### src/rtl/spi_target.sv
// SPI target responder with a 64 x 8 register map, read-only ID register and a local register port.
// Optional feature macro: SPI_TARGET_AUTOINC_EN (MS-bit address auto-increment).
module spi_target #(
    parameter logic [5:0] WHO_AM_I_ADDR = 6'h0F,
    parameter logic [7:0] WHO_AM_I_VAL  = 8'h33
) (
    input  logic       clk,
    input  logic       reset,
    input  logic       spi_sck,
    input  logic       spi_csn,
    input  logic       spi_mosi,
    output logic       spi_miso,
    input  logic [5:0] lb_addr,
    input  logic       lb_we,
    input  logic [7:0] lb_wdata,
    output logic [7:0] lb_rdata,
    output logic       wr_stb,
    output logic [5:0] wr_addr,
    output logic [7:0] wr_data
);

`ifdef SPI_TARGET_AUTOINC_EN
    localparam bit AUTOINC = 1'b1;
`else
    localparam bit AUTOINC = 1'b0;
`endif

    typedef enum logic [1:0] {
        ST_IDLE,
        ST_CMD,
        ST_DATA
    } state_t;

    state_t state_q, state_d;

    logic       sck_s1, sck_s2, sck_s3;
    logic       csn_s1, csn_s2;
    logic       mosi_s1, mosi_s2;
    logic       sck_rise, sck_fall;

    logic [2:0] bit_cnt;
    logic [6:0] shift_in;
    logic [7:0] shift_out;
    logic [7:0] rx_byte;
    logic       load_pend;
    logic       cmd_rw;
    logic       cmd_ms;
    logic [5:0] addr;
    logic       cmd_done, byte_done, commit;
    logic [7:0] spi_rd, lb_rd;

    logic [7:0] regs [64];

    always_ff @(posedge clk or posedge reset) begin
        if (reset) begin
            sck_s1  <= 1'b0;
            sck_s2  <= 1'b0;
            sck_s3  <= 1'b0;
            csn_s1  <= 1'b1;
            csn_s2  <= 1'b1;
            mosi_s1 <= 1'b0;
            mosi_s2 <= 1'b0;
        end else begin
            sck_s1  <= spi_sck;
            sck_s2  <= sck_s1;
            sck_s3  <= sck_s2;
            csn_s1  <= spi_csn;
            csn_s2  <= csn_s1;
            mosi_s1 <= spi_mosi;
            mosi_s2 <= mosi_s1;
        end
    end

    assign sck_rise = sck_s2 & ~sck_s3 & ~csn_s2;
    assign sck_fall = ~sck_s2 & sck_s3 & ~csn_s2;
    assign rx_byte  = {shift_in, mosi_s2};

    assign spi_rd = (addr == WHO_AM_I_ADDR) ? WHO_AM_I_VAL : regs[addr];
    assign lb_rd  = (lb_addr == WHO_AM_I_ADDR) ? WHO_AM_I_VAL : regs[lb_addr];

    always_ff @(posedge clk or posedge reset) begin
        if (reset) state_q <= ST_IDLE;
        else       state_q <= state_d;
    end

    always_comb begin
        state_d   = state_q;
        cmd_done  = 1'b0;
        byte_done = 1'b0;
        if (csn_s2) begin
            state_d = ST_IDLE;
        end else begin
            case (state_q)
                ST_IDLE: state_d = ST_CMD;
                ST_CMD: begin
                    if (sck_rise && bit_cnt == 3'd7) begin
                        cmd_done = 1'b1;
                        state_d  = ST_DATA;
                    end
                end
                ST_DATA: byte_done = sck_rise && (bit_cnt == 3'd7);
                default: state_d = ST_IDLE;
            endcase
        end
    end

    assign commit   = byte_done & ~cmd_rw & (addr != WHO_AM_I_ADDR);
    assign spi_miso = (state_q == ST_DATA && cmd_rw) ? shift_out[7] : 1'b0;

    always_ff @(posedge clk or posedge reset) begin
        if (reset) begin
            bit_cnt   <= '0;
            shift_in  <= '0;
            shift_out <= '0;
            load_pend <= 1'b0;
            cmd_rw    <= 1'b0;
            cmd_ms    <= 1'b0;
            addr      <= '0;
            wr_stb    <= 1'b0;
            wr_addr   <= '0;
            wr_data   <= '0;
            lb_rdata  <= '0;
            regs      <= '{default: '0};
        end else begin
            wr_stb   <= 1'b0;
            lb_rdata <= lb_rd;
            if (lb_we && lb_addr != WHO_AM_I_ADDR)
                regs[lb_addr] <= lb_wdata;

            if (state_q == ST_IDLE || csn_s2) begin
                bit_cnt   <= '0;
                shift_out <= '0;
                load_pend <= 1'b0;
            end else begin
                if (sck_rise) begin
                    shift_in <= rx_byte[6:0];
                    bit_cnt  <= bit_cnt + 3'd1;
                end
                if (cmd_done) begin
                    cmd_rw    <= rx_byte[7];
                    cmd_ms    <= rx_byte[6];
                    addr      <= rx_byte[5:0];
                    load_pend <= 1'b1;
                end
                // SPI commit is placed after the local write so it wins on an address collision
                if (byte_done) begin
                    if (commit) begin
                        regs[addr] <= rx_byte;
                        wr_stb     <= 1'b1;
                        wr_addr    <= addr;
                        wr_data    <= rx_byte;
                    end
                    addr      <= addr + {5'd0, cmd_ms & AUTOINC};
                    load_pend <= 1'b1;
                end
                if (sck_fall && state_q == ST_DATA && cmd_rw) begin
                    if (load_pend) begin
                        shift_out <= spi_rd;
                        load_pend <= 1'b0;
                    end else begin
                        shift_out <= {shift_out[6:0], 1'b0};
                    end
                end
            end
        end
    end

endmodule

### config.mk
export PLATFORM = sky130hd
export DESIGN_NAME = spi_target
export DESIGN_NICKNAME = d
export VERILOG_FILES = /design/src/rtl/spi_target.sv
export SDC_FILE = /design/constraint.sdc
export NUM_CORES = 2
export LEC_CHECK = 0
export ABC_AREA = 1
export ABC_CLOCK_PERIOD_IN_PS = 18500
export BUFFER_PORTS_ARGS = -buffer_cell sky130_fd_sc_hd__buf_2
export CAP_MARGIN = 20
export CELL_PAD_IN_SITES_DETAIL_PLACEMENT = 0
export CELL_PAD_IN_SITES_GLOBAL_PLACEMENT = 1
export CORE_UTILIZATION = 42
export DETAILED_ROUTE_END_ITERATION = 16
export PLACE_DENSITY = 0.8
export SYNTH_ARGS = -nofsm -noshare
export SYNTH_HDL_FRONTEND = slang
export SYNTH_SLANG_ARGS = --single-unit
export TNS_END_PERCENT = 50
### constraint.sdc
create_clock -name clk -period 18.5 [get_ports clk]
set_clock_uncertainty 0.2 [all_clocks]
set_input_delay 2.775 -clock clk [delete_from_list [all_inputs] [get_ports clk]]
set_output_delay 2.775 -clock clk [all_outputs]
set_load 0.02 [all_outputs]
## After elaboration in Yosys (flattened, before gate mapping)

Cells that the tools add are included.
Widths: inputs -> output; s select.

- Bits in registers: 570
- Latch bits: 0
- Memory bits (writable): 0
- Memory bits (read-only): 0
- Input bits: 20
- Word-level logic and storage cells: 166
- Memories: 0

- Add/subtract/negate cells: 1
- $mul: 0
- Div/mod/pow operators: 0
- Order comparisons: 4
- Eq/ne operators: 9
- Shift operators: 0
- Multiplexer cells: 40
- Bitwise operators: 14
- Reductions and logical operators: 16

Operator list:

| cell | number |
|---|---|
| $mux 512 | 4 |
| $bwmux 512 | 2 |
| $bmux 8 s6 | 2 |
| $demux 8 s6 | 2 |
| $mux 8 | 11 |
| $ge 7x7->1 const B | 2 |
| $lt 7x1->1 const B | 2 |
| $mux 1 | 14 |
| $not 6->7 | 2 |
| $eq 6x4->1 const B | 2 |
| $ne 6x4->1 const B | 2 |
| $logic_and 1x1->1 | 7 |
| $and 1x1->1 | 6 |
| $mux 3 | 2 |
| $not 1->1 | 6 |
| $pmux 2 s3 | 1 |
| $reduce_and 2->1 | 3 |
| $reduce_and 3->1 | 2 |
| $mux 2 | 2 |
| $reduce_bool 2->1 | 2 |
| $add 3x1->3 const B | 1 |
| $eq 3x3->1 const B | 1 |
| $ne 3x3->1 const B | 1 |
| $eq 2x1->1 const B | 1 |
| 4 further kinds | 4 |

## Logic depth before layout (Yosys ltp)

- Depth in word-level cells: 12
- Gate-level depth with buffers: 17

## Worst setup path before layout

Ideal clock, no wire load.

- Path kind: input to register
- Start: input port lb_addr[0]
- End: register regs[342] (netlist bit)
- Setup time: 133 ps
- Data arrival time: 4321 ps
- Slack: 13845 ps
- Stages: 8
- Cells stage by stage: clkbuf_1 > nand3_1 > clkbuf_1 > nor2_1 > clkbuf_1 > nand2_1 > o211ai_1 > o21ai_0

- Cells in the longest elaborated chain, start to end: 11
- Elaborated cells between the ends (all ways): 14
- Those cells by class: 2 x order compare; 1 x eq/ne; 8 x mux; 1 x bitwise; 2 x reduce/logical

RTL lines:

| item | RTL line | RTL |
|---|---|---|
| from (decl) | 13 | `input logic [5:0] lb_addr,` |
| $not 6->7 (not written as such) | 128 | `regs[lb_addr] <= lb_wdata;` |
| $ge 7x7->1 (not written as such) or $lt 7x1->1 (tied branches) | 128 |  |
| $logic_and 1x1->1 (not written as such) | 128 |  |
| $mux 8 (not written as such) | 128 |  |
| $demux 8 s6 | 128 |  |
| $bwmux 512 | 128 |  |
| $mux 512 (*) | 127 | `if (lb_we && lb_addr != WHO_AM_I_ADDR)` |
| $bwmux 512 | 148 | `regs[addr] <= rx_byte;` |
| $mux 512 | 147 | `if (commit) begin` |
| $mux 512 | 146 | `if (byte_done) begin` |
| $mux 512 (*) | 130 | `if (state_q == ST_IDLE \|\| csn_s2) begin` |
| to (signal, indexed assignment) | 128 |  |
| to (signal, indexed assignment) | 148 |  |
| to (decl) | 52 | `logic [7:0] regs [64];` |

Mark *: on every way between the ends. The rest lies on a longest branch, timed or not.
A chain may end at the register's enable or synchronous reset.

## Worst setup path after layout

- Start: input port lb_addr[0]
- End: register regs[99] (netlist bit)

Same word-level chain as after synthesis.

==> results.json <==
{
  "hold_start": "sck_s1",
  "worstPathArrival_ns": 7.04,
  "period_share_pct": 36.6,
  "h-tree-depth": 3,
  "power.switching_mw": 1.26,
  "coreArea_um2": 82400,
  "synth-main-ff-cell": "dfrtp_1",
  "cap_violations": 0,
  "ys_seq_elements": 566,
  "clk_latency_ns": 0.63,
  "path_class": "input pin to register",
  "synth_top_area_share_pct": 40.2,
  "ys_top_cells_by_count": "1,990 x nand2_1, 1,012 x o21ai_0, 564 x dfrtp_1",
  "synth_warnings": 0,
  "start_kind": "input pin",
  "synth_compound_area_share_pct": 24.2,
  "cts_tree": "yes",
  "worst_pin_slew_ns": 1.20,
  "dpl.hpwl_um": 99000,
  "ys_top_cells_by_area": "dfrtp_1 40%, nand2_1 21%, o21ai_0 14%",
  "grt_pass1_vias": 34327,
  "dieArea_um2": 84700,
  "yosysTopAreaCell": "dfrtp_1",
  "postCtsSetupBuffers": 0,
  "vias": 37692,
  "grt_max_degree": 167,
  "antenna_found_initial": 6,
  "vdd_drop_max_uv": 56.7,
  "status": "complete, no violations",
  "synth_top_family_by_area": "simple AND/OR/NAND/NOR gates",
  "clkPwrFrac_pct": 38.4,
  "fin_util_pct": 46.4,
  "cts-root-buf": "clkbuf_16",
  "postRouteWirelength_um": 161000,
  "max_freq_ghz": 0.148,
  "cts_hold_buf": 0,
  "crit_required_ns": 18.77,
  "synth-simple-area-share_pct": 26.9,
  "synth_fa_ha_area_share_pct": 0.0713,
  "cp_max_fo": 48,
  "grt_pass1_wl_um": 237000,
  "holdPathStages": 0,
  "r2r_end": "regs[152]",
  "endpoint_kind": "register",
  "synth_mux_area_share_pct": 0,
  "synth.most_common_cell": "nand2_1",
  "die_w_um": 291,
  "port_buffers": 43,
  "syn_nets": 5280,
  "fin_nets": 5077,
  "setup_violations": 0,
  "power_mw": 3.78,
  "start_util_pct": 42.6,
  "yosysUniqueCellTypes": 39,
  "power.density_nw_per_um2": 98.8,
  "dr.first_iter.drc_count": 5737,
  "numCtsBuffers": 68,
  "swShare_pct": 33.3,
  "synth_enable_flop_cells": 0,
  "postCtsResizedCells": 0,
  "rsz0062_at_grt": "no",
  "fin_crit_ns": 6.77,
  "final.setup.tns_ns": 0,
  "async_flop_share_pct": 100,
  "layout-drive-gt1-share_pct": 6.31,
  "ioPinCount": 44,
  "intPower_mw": 2.52,
  "path_clk_slew_ns": 0.06,
  "drc": 0,
  "pwr-share-comb_pct": 19.8,
  "ant_nets": 0,
  "die_h_um": 291,
  "hp-class": "register to register",
  "p_leak_nw": 17.5,
  "hold_viol_final": 0,
  "syn_avg_cell_area_um2": 6.67,
  "ff2ff_setup_slack_ns": 13.22,
  "cts_sinks": 566,
  "relSlewSlack_pct": 19.6,
  "synth_xor_area_share_pct": 0,
  "syn_area_um2": 35100,
  "hold_end": "sck_s2",
  "seq_power_share_pct": 41.8,
  "ys_seq_area_share_pct": 40.4,
  "dr.pass1.iters": 6,
  "placementRows": 105,
  "syn-instance-count": 5258,
  "wire_per_inst_um": 26.1,
  "r2r_start": "addr[1]",
  "cts_max_path_buffers": 3,
  "area_growth_pct": 8.97,
  "maxSlewViolCount": 0,
  "reg2reg_depth": 8,
  "grt_use_total_pct": 37.4,
  "viasPerCell": 6.10,
  "routabilityCongestion": 0.994,
  "grt_overflow": 0
}
power groups by stage:
| stage | clock (mW) | sequential [mW] | combinational [mW] |
|---|---|---|---|
| after global placement | 0 | 1.59 | 0.710 |
| after detailed placement | 0 | 1.59 | 0.717 |
| after global routing | 1.50 | 1.59 | 0.825 |
| after floorplan | 0 | 1.54 | 0.491 |
| final | 1.45 | 1.58 | 0.746 |
| after CTS | 1.45 | 1.57 | 0.720 |
sequential cells by signal, indices dropped and copies added (netlist names), 3 cells and up:
register / flops
shift_out: 8
wr_data: 8
shift_in: 7
regs: 508
addr: 6
wr_addr: 6
lb_rdata: 8
bit_cnt: 3
worst max-delay path, cell delays in order:
cell	delay (ns)
buf_2	0.26
inv_1	0.39
buf_16	0.29
nor2_4	0.10
buf_4	0.75
inv_1	0.16
nor2_2	0.47
nor2_4	0.23
nand2_1	0.67
nor2_1	0.44
nand2_1	0.15
o21ai_0	0.09
nand2_1	0.10
o21ai_0	0.09
stage by stage:
step	setup slack (ns)	instances	hold slack [ns]	cell area, µm²
2_1_floorplan	7.82	5258	0.131	35100
3_3_place_gp	11.24	6046	0.144	35800
3_5_place_dp	11.16	6046	0.136	35800
4_1_cts	11.80	6168	0.160	38100
5_1_grt	11.55	6177	0.168	38200
6_report	11.73	6179	0.157	38200
worst max-delay path by stage:
stage | start | endpoint | cells past startpoint
finish | lb_addr[0] | regs[99] | 14
global route | reset | regs[168] | 6
CTS | lb_addr[0] | regs[86] | 12
detailed placement | lb_addr[0] | regs[102] | 12
global placement | lb_addr[0] | regs[102] | 12
floorplan | reset | addr[0] | 1
cell families (layout without fill, tap and decap cells):
| family | count (synthesis) | after routing |
|---|---|---|
| and+or+nand+nor | 2405 | 2405 |
| AOI/OAI and AO/OA | 1517 | 1517 |
| buffers and inverters | 768 | 617 |
| DFF | 566 | 566 |
| adders and majority gates | 2 | 2 |
| other | 0 | 2 |
cell usage in the layout (no fill, tap or decap), types with 3 or more instances in the layout:
master,Yosys,routed
nand2_1,1990,1988
o21ai_0,1012,1012
dfrtp_1,564,561
inv_1,345,332
nor2_1,245,239
o211ai_1,203,203
o22ai_1,117,117
buf_4,0,82
a21oi_1,80,80
clkbuf_16,0,70
nand3_1,61,57
a22oi_1,57,57
buf_2,45,43
nor3_1,36,35
nand4_1,29,29
a31oi_1,26,26
nor2_2,20,24
inv_2,10,18
clkinv_2,0,16
clkbuf_8,0,14
clkbuf_1,322,14
o2111ai_1,11,11
nor3_2,9,10
clkinv_1,9,8
bufinv_16,0,8
nand2_2,3,5
nand3_2,0,4
nor2_4,1,3
nor4_4,3,3
o221ai_1,3,3
nand3b_1,3,3
clkinvlp_4,0,3
buf_16,0,3
buf_12,0,3
layout make-up:
| cell class | instances | area [µm²] |
|---|---|---|
| Antenna cell | 2 | 5.00 |
| Clock buffer | 98 | 2000 |
| Clock inverter | 24 | 337 |
| Fill cell | 8428 | 44100 |
| Inverter | 364 | 1380 |
| Multi-Input combinational cell | 3924 | 18000 |
| Sequential cell | 566 | 14200 |
| Tap cell | 1070 | 1340 |
| Timing Repair Buffer | 131 | 973 |
metal layers:
layer	up-vias	wire length [µm]	track usage [%]
met5	-	23	0
met4	4	9450	19.4
met3	510	20300	9.70
met2	2590	66900	54.1
met1	17674	64400	51.0
li1	16914	-	-
Power figures use the tool's default switching activity.
